**config.mk**
```make
export PLATFORM = sky130hd
export DESIGN_NAME = alu_operand_stage
export DESIGN_NICKNAME = d
export VERILOG_FILES = /design/src/rtl/alu_operand_stage_pkg.sv /design/src/rtl/alu_operand_stage_operand_bypass_mux.sv /design/src/rtl/alu_operand_stage.sv
export SDC_FILE = /design/constraint.sdc
export NUM_CORES = 1
export LEC_CHECK = 0
export CAP_MARGIN = 20
export CORE_MARGIN = 5
export CORE_UTILIZATION = 40
export DETAILED_ROUTE_END_ITERATION = 10
export PLACE_DENSITY = 0.76
export SLEW_MARGIN = 5
export SYNTH_ARGS = -nofsm -noshare
export SYNTH_HDL_FRONTEND = slang
export SYNTH_SLANG_ARGS = --single-unit
```
**constraint.sdc**
```tcl
create_clock -name CLK -period 2.2 [get_ports CLK]
set_input_delay 0.44 -clock CLK [delete_from_list [all_inputs] [get_ports CLK]]
set_output_delay 0.44 -clock CLK [all_outputs]
set_load 0.005 [all_outputs]
```
**src/rtl/alu_operand_stage_pkg.sv**
```systemverilog
// rtl/alu_operand_stage_pkg.sv - shared opcodes, widths and write-back decode for the ALU operand stage
package alu_operand_stage_pkg;

    localparam int DEFAULT_BITS     = 16;
    localparam int DEFAULT_REG_BITS = 4;
    localparam int DEFAULT_IMM_BITS = 4;
    localparam int ALU_OP_BITS      = 5;

    typedef enum logic [ALU_OP_BITS-1:0] {
        OP_MOV           = 5'd0,
        OP_ADD           = 5'd1,
        OP_SUB           = 5'd2,
        OP_AND           = 5'd3,
        OP_OR            = 5'd4,
        OP_XOR           = 5'd5,
        OP_NOT           = 5'd6,
        OP_SHL           = 5'd7,
        OP_SHR           = 5'd8,
        OP_SAR           = 5'd9,
        OP_ROL           = 5'd10,
        OP_ROR           = 5'd11,
        OP_CMP           = 5'd12,
        OP_TEST          = 5'd13,
        OP_ADC           = 5'd14,
        OP_SBC           = 5'd15,
        OP_NEG           = 5'd16,
        OP_INC           = 5'd17,
        OP_DEC           = 5'd18,
        OP_MUL           = 5'd19,
        OP_SWAP          = 5'd20,
        OP_SEXT          = 5'd21,
        OP_ZEXT          = 5'd22,
        OP_JMP           = 5'd23,
        OP_JZ            = 5'd24,
        OP_JNZ           = 5'd25,
        OP_JC            = 5'd26,
        OP_JNC           = 5'd27,
        OP_STORE         = 5'd28,
        OP_GET_FLAGS     = 5'd29,
        OP_RESTORE_FLAGS = 5'd30,
        OP_NOP           = 5'd31
    } alu_op_e;

    // Flag-only, control-flow and store ops leave the register file untouched.
    function automatic logic writes_reg(input logic [ALU_OP_BITS-1:0] op);
        logic result;
        result = 1'b1;
        case (op)
            OP_CMP, OP_TEST, OP_JMP, OP_JZ, OP_JNZ, OP_JC, OP_JNC,
            OP_STORE, OP_RESTORE_FLAGS, OP_NOP: result = 1'b0;
            default: result = 1'b1;
        endcase
        return result;
    endfunction

endpackage

```
**src/rtl/alu_operand_stage_operand_bypass_mux.sv**
```systemverilog
// rtl/alu_operand_stage_operand_bypass_mux.sv - operand select: r0/rf/wb/imm at issue, alu_result/latched in execute
module operand_bypass_mux
    import alu_operand_stage_pkg::*;
#(
    parameter int BITS     = DEFAULT_BITS,
    parameter int REG_BITS = DEFAULT_REG_BITS
) (
    input  logic [REG_BITS-1:0] src,
    input  logic [BITS-1:0]     rfData,
    input  logic                useImm,
    input  logic [BITS-1:0]     immValue,
    input  logic                wbActive,
    input  logic [REG_BITS-1:0] wbAddr,
    input  logic [BITS-1:0]     wbData,
    input  logic                fwd,
    input  logic [BITS-1:0]     latched,
    input  logic [BITS-1:0]     aluResult,
    output logic [BITS-1:0]     dOperand,
    output logic [BITS-1:0]     eOperand
);

    always_comb begin
        dOperand = rfData;
        if (useImm) begin
            dOperand = immValue;
        end else if (src == '0) begin
            dOperand = '0;
        end else if (wbActive && (wbAddr == src)) begin
            dOperand = wbData;
        end
    end

    assign eOperand = fwd ? aluResult : latched;

endmodule

```
**src/rtl/alu_operand_stage.sv**
```systemverilog
// rtl/alu_operand_stage.sv - issue/operand stage feeding the ALU with prefix immediates and two bypass paths
module alu_operand_stage
    import alu_operand_stage_pkg::*;
#(
    parameter int BITS     = DEFAULT_BITS,
    parameter int REG_BITS = DEFAULT_REG_BITS,
    parameter int IMM_BITS = DEFAULT_IMM_BITS
) (
    input  logic                     CLK,
    input  logic                     RST,
    input  logic                     instr_valid,
    output logic                     instr_ready,
    input  logic                     stall,
    input  logic                     is_prefix,
    input  logic [BITS-IMM_BITS-1:0] prefix_in,
    input  logic [ALU_OP_BITS-1:0]   alu_op_in,
    input  logic [REG_BITS-1:0]      dest_in,
    input  logic [REG_BITS-1:0]      srcA_in,
    input  logic [REG_BITS-1:0]      srcB_in,
    input  logic                     use_imm,
    input  logic [IMM_BITS-1:0]      imm_in,
    output logic [REG_BITS-1:0]      rfA_addr,
    input  logic [BITS-1:0]          rfA_data,
    output logic [REG_BITS-1:0]      rfB_addr,
    input  logic [BITS-1:0]          rfB_data,
    output logic [BITS-1:0]          A,
    output logic [BITS-1:0]          B,
    output logic [ALU_OP_BITS-1:0]   aluOp,
    output logic                     execute,
    input  logic [BITS-1:0]          alu_result,
    output logic                     wb_we,
    output logic [REG_BITS-1:0]      wb_addr,
    output logic [BITS-1:0]          wb_data
);

    logic                     accept;
    logic                     aluAccept;
    logic                     prefixAccept;
    logic [BITS-IMM_BITS-1:0] prefixReg;
    logic                     prefixValid;
    logic [BITS-1:0]          immValue;
    logic                     exValid;
    logic                     exWrites;
    logic [ALU_OP_BITS-1:0]   exOp;
    logic [REG_BITS-1:0]      exDest;
    logic [BITS-1:0]          latchA;
    logic [BITS-1:0]          latchB;
    logic                     fwdA;
    logic                     fwdB;
    logic                     hitA;
    logic                     hitB;
    logic                     wbWe;
    logic [REG_BITS-1:0]      wbAddr;
    logic [BITS-1:0]          dOperandA;
    logic [BITS-1:0]          dOperandB;

    assign instr_ready  = !stall;
    assign accept       = instr_valid && !stall && !RST;
    assign aluAccept    = accept && !is_prefix;
    assign prefixAccept = accept && is_prefix;

    assign rfA_addr = srcA_in;
    assign rfB_addr = srcB_in;

    assign immValue = prefixValid ? {prefixReg, imm_in}
                                  : {{(BITS-IMM_BITS){1'b0}}, imm_in};

    // The instruction now in E produces its result on alu_result next cycle.
    assign hitA = exValid && exWrites && (exDest == srcA_in) && (srcA_in != '0);
    assign hitB = exValid && exWrites && (exDest == srcB_in) && (srcB_in != '0) && !use_imm;

    operand_bypass_mux #(
        .BITS     (BITS),
        .REG_BITS (REG_BITS)
    ) muxA (
        .src       (srcA_in),
        .rfData    (rfA_data),
        .useImm    (1'b0),
        .immValue  ({BITS{1'b0}}),
        .wbActive  (wbWe),
        .wbAddr    (wbAddr),
        .wbData    (alu_result),
        .fwd       (fwdA),
        .latched   (latchA),
        .aluResult (alu_result),
        .dOperand  (dOperandA),
        .eOperand  (A)
    );

    operand_bypass_mux #(
        .BITS     (BITS),
        .REG_BITS (REG_BITS)
    ) muxB (
        .src       (srcB_in),
        .rfData    (rfB_data),
        .useImm    (use_imm),
        .immValue  (immValue),
        .wbActive  (wbWe),
        .wbAddr    (wbAddr),
        .wbData    (alu_result),
        .fwd       (fwdB),
        .latched   (latchB),
        .aluResult (alu_result),
        .dOperand  (dOperandB),
        .eOperand  (B)
    );

    always_ff @(posedge CLK) begin
        if (RST) begin
            prefixReg   <= '0;
            prefixValid <= 1'b0;
            exValid     <= 1'b0;
            exWrites    <= 1'b0;
            exOp        <= '0;
            exDest      <= '0;
            latchA      <= '0;
            latchB      <= '0;
            fwdA        <= 1'b0;
            fwdB        <= 1'b0;
            wbWe        <= 1'b0;
            wbAddr      <= '0;
        end else begin
            exValid <= aluAccept;
            wbWe    <= exValid && exWrites;
            wbAddr  <= exDest;
            if (prefixAccept) begin
                prefixReg   <= prefix_in;
                prefixValid <= 1'b1;
            end
            if (aluAccept) begin
                prefixValid <= 1'b0;
                exOp        <= alu_op_in;
                exDest      <= dest_in;
                exWrites    <= writes_reg(alu_op_in) && (dest_in != '0);
                latchA      <= dOperandA;
                latchB      <= dOperandB;
                fwdA        <= hitA;
                fwdB        <= hitB;
            end
        end
    end

    assign aluOp   = exOp;
    assign execute = exValid;
    assign wb_we   = wbWe;
    assign wb_addr = wbAddr;
    assign wb_data = alu_result;

endmodule

```
Word level (Yosys, flattened, before mapping)
Memories as Yosys holds them, arrays and structs flattened.
Cells that the tools add are included.

operators by class
  mux-type cells = 10
  eq/ne operators = 4
  reduce and logical (&&, ||, !) cells = 23

operators by type and width
  operator            count
  16-bit 2-to-1 mux   8
  4-bit == test       4
  1-bit logical AND   13
  4-bit nonzero test  3
  4-bit logical NOT   2
  1-bit logical NOT   4
  1-bit 2-to-1 mux    2
  2-bit OR reduction  1

storage, ports and cells
  bits in registers = 63
  memories kept = 1
  bits in read-only memories = 32
  output and inout bits = 68
  input port bits = 87

memory list
  memory            words  bits a word  read ports  clocked after Yosys merged registers in  wr ports  RTL line                     RTL
  (name not given)  32     1            1           0                                        0         alu_operand_stage_pkg.sv:48  case (op)

Longest topological paths before layout
  depth in word-level cells = 7
  mapped depth = 8

Modules after synthesis
From an unflattened synthesis, not the netlist that was laid out.

unflattened totals
  cell total of the unflattened synthesis = 439
  area total of the unflattened synthesis = 3880.0 µm²

modules (own cells, without submodules)
  module              times used  cells an instance  area an instance (µm²)  sequential area each (µm²)
  alu_operand_stage   1           237                2428.6                  1261.2
  operand_bypass_mux  2           101                725.7                   0.0

Worst setup path before layout
OpenSTA, ideal clock, no wires.

  path type = input port to flip-flop
  start = in RST
  end = reg latchA[2]
  setup time = 73 ps
  slack = 438 ps
  stages = 7
  data arrival time = 1688 ps
  buffers on the path = 3
  cell sequence = buf_6 -> or4b_4 -> buf_6 -> nor2_4 -> buf_6 -> nand4_1 -> o211ai_2

between the ends
  word-level cells in the longest chain between the ends = 3

RTL lines
  what                  RTL line                  RTL
  start, declared       alu_operand_stage.sv:10   input logic RST,
  1-bit logical NOT     alu_operand_stage.sv:58   assign accept = instr_valid && !stall && !RST;
  1-bit logical AND     alu_operand_stage.sv:58
  1-bit logical AND     alu_operand_stage.sv:59   assign aluAccept = accept && !is_prefix;
  end signal, assigned  alu_operand_stage.sv:135  latchA <= dOperandA;
  end, declared         alu_operand_stage.sv:46   logic [BITS-1:0] latchA;

Several ways; a longest one is shown, not always the timed one.
A chain may end at the register's enable or synchronous reset.

Worst setup path in the final report
  start = in alu_result[0]
  end = out A[0]

between the ends
  word-level cells in the longest chain between the ends = 1

RTL lines
  what               RTL line                                    RTL
  start, declared    alu_operand_stage.sv:30                     input logic [BITS-1:0] alu_result,
  16-bit 2-to-1 mux  alu_operand_stage_operand_bypass_mux.sv:33  assign eOperand = fwd ? aluResult : latched;
  end, declared      alu_operand_stage.sv:26                     output logic [BITS-1:0] A,

Every way passes these cells.

==> impl_metrics.tcl <==
set metrics [dict create \
    final.setup_skew_ps 10.5 \
    drt-initial-drc-count 181 \
    synthCells 457 \
    drt_wl_total_um 12400 \
    peakVddDrop_uv 239 \
    slew_violations 0 \
    die_x_um 106 \
    drc 0 \
    required_ps 1760 \
    dp.cells 701 \
    cts_root_buf "clkbuf_8" \
    insertion_delay_ps 340 \
    fmax_mhz 461 \
    drive_gt1_share_pct 16.4 \
    gr-total-overflow 0 \
    ys_top_cells_by_area "dfxtp_1, nand2_1, mux2_2" \
    r2r_setup_slack_ps 750 \
    synth-main-ff-cell "dfxtp_1" \
    drv_cap 0 \
    antenna_found_initial 0 \
    ys_seq_elements 63 \
    final_cells 716 \
    grt.total_usage_pct 21.2 \
    fin_setup_tns_ps 0 \
    area_growth_pct 50.0 \
    grt_pass1_vias 3938 \
    period_minus_slack_ps 2170 \
    netlist.area_leader.share_pct 34.0 \
    rows 35 \
    cts_sinks 63 \
    antenna-diode-count 0 \
    ys_seq_area_share_pct 34.0 \
    tightest_slew_ps 507 \
    synth_nets 544 \
    vias_per_cell 5.34 \
    fill_cells 793 \
    syn_area_per_cell_um2 8.12 \
    finalSetupViolations 0 \
    cts_tree "done" \
    post_cts_buffers 0 \
    clockBufferDepth 2 \
    grt_max_degree 34 \
    start_util_pct 40.5 \
    worstHoldPathType "flop to flop" \
    gp_congestion 0.887 \
    core_um2 9150 \
    yosys.cell_types.count 37 \
    postLayoutCoreUtil_pct 60.8 \
    rsz0062_at_grt "no" \
    crit_path_start_kind "input port" \
    end_kind "output port" \
    grt_pass1_wl_um 19400 \
    routedWlPerCell_um 17.4 \
    postRouteAntennaNets 0 \
    io_buffers 154 \
    synth_warnings 0 \
    hpwl_um 9420 \
    netlist_area_um2 3710 \
    synth_top_cell_by_area "dfxtp_1" \
    place_area_um2 5360 \
    powerDensity_nw_per_um2 493 \
    vias 3827 \
    hold_viol 0 \
    holdBufCountCts 0 \
    dr.pass1.iters 5 \
    criticalPathCategory "input port to output port" \
    postLayoutCellArea_um2 5570 \
    fin_crit_sh_pct 98.6 \
    numCtsBuffers 9 \
    die_h_um 106 \
    io_pins 155 \
    clk_pin_slew_worst_paths_ps 70 \
    fp.dieArea_um2 11300 \
    cp.arrival_ps 1730 \
    fin_nets 688 \
    finalPower_mw 2.74 \
    status "complete, no violations" \
    crit_fanout 4 \
    slew_headroom_pct 66.1 \
    cts_resized 0 \
    synthArstFlopShare_pct 0 \
    htreeDepth 3 \
    synth_edf_count 0 \
    p_leak_nw 2.24 \
]
power by group:
part           total, mW  internal (mW)  switching [mW]
Sequential          1.21           1.19          0.0268
Combinational      0.588          0.353           0.235
Clock              0.940          0.491           0.449
routing by layer:
metal / GRT usage (%) / up-vias / share of wire (%)
li1: - / 1901 / -
met3: 6.13 / 17 / 7.7
met1: 26.5 / 1773 / 43
met4: 7.68 / 0 / 1.7
met2: 34.7 / 136 / 47
met5: 0 / - / 0
Yosys cell counts (all sizes together) (3+ instances only):
| master | instances |
|---|---|
| nand3 | 20 |
| clkbuf | 23 |
| nor2 | 5 |
| nor2b | 4 |
| nand2 | 98 |
| nor3 | 5 |
| nor4 | 3 |
| and3 | 13 |
| a31oi | 7 |
| xnor2 | 12 |
| a21oi | 18 |
| buf | 36 |
| nor3b | 3 |
| a21o | 8 |
| dfxtp | 63 |
| inv | 9 |
| o2111ai | 11 |
| xor2 | 4 |
| o22ai | 4 |
| and2 | 4 |
| mux2 | 25 |
| nand4 | 18 |
| o21ai | 28 |
| o211ai | 27 |
| o31ai | 5 |
flip-flops by register name (all words and copies together), names as in the netlist:
register / count
wb_addr: 4
aluOp: 5
prefixValid: 1
wb_we: 1
latchA: 16
latchB: 16
fwdA: 1
exWrites: 1
fwdB: 1
prefixReg: 12
execute: 1
exDest: 4
stage by stage:
step / hold slack (ps) / setup WS (ps)
after floorplan: 431 / 438
after global placement: 440 / 6.78
after detailed placement: 444 / -40.2
after CTS: 454 / 6.53
after global routing: 472 / 0.176
final: 451 / 31.1
area by class of cell:
type / instances / area [um2] / area share [%]
multi-input cells: 325 / 2040 / 36.7
repair buffers: 192 / 1900 / 34.1
flip-flops and latches: 63 / 1260 / 22.7
clock buffers: 12 / 165 / 2.97
well taps: 111 / 139 / 2.50
inverters: 10 / 42.5 / 0.764
clock inverters: 3 / 17.5 / 0.315
cells in the final DEF (no fill, tap or decap), types with 5 or more instances in the layout:
cell | synthesis | routed
and3_1 | 13 | 13
nand2_1 | 98 | 98
o31ai_1 | 5 | 5
clkdlybuf4s50_1 | 0 | 147
buf_4 | 26 | 33
a21o_1 | 7 | 7
inv_1 | 9 | 9
a21oi_1 | 18 | 18
o211ai_1 | 13 | 13
xnor2_1 | 12 | 12
o211ai_2 | 14 | 14
o2111ai_1 | 11 | 11
a31oi_1 | 7 | 7
dlymetal6s2s_1 | 0 | 7
dfxtp_1 | 63 | 63
nand3_1 | 20 | 20
o21ai_0 | 28 | 28
mux2_2 | 25 | 25
clkbuf_8 | 0 | 12
nand4_1 | 18 | 18
critical path, cell delays in order:
cell and delay [ps]:
clkdlybuf4s50_1 590, mux2_2 200, clkdlybuf4s50_1 500
worst paths after layout:
kind / from / end / cells past startpoint
max: alu_result[0] / A[0] / 3
max reg2reg: wb_addr[2] / latchB[11] / 4
min reg2reg: prefixReg[1] / prefixReg[1] / 2
min: prefixReg[1] / prefixReg[1] / 2
logic make-up (layout without fill, tap and decap cells):
group / Yosys count / count (layout) / share of synthesized area (%)
AOI/OAI and AO/OA: 110 / 110 / 21.3
xor gates and xnor gates: 16 / 16 / 3.78
buffers and inverters: 69 / 217 / 11.0
DFF: 63 / 63 / 34.0
muxes: 25 / 25 / 7.59
and+or+nand+nor: 174 / 174 / 22.3
No activity file was read; power rests on OpenSTA's default activity.
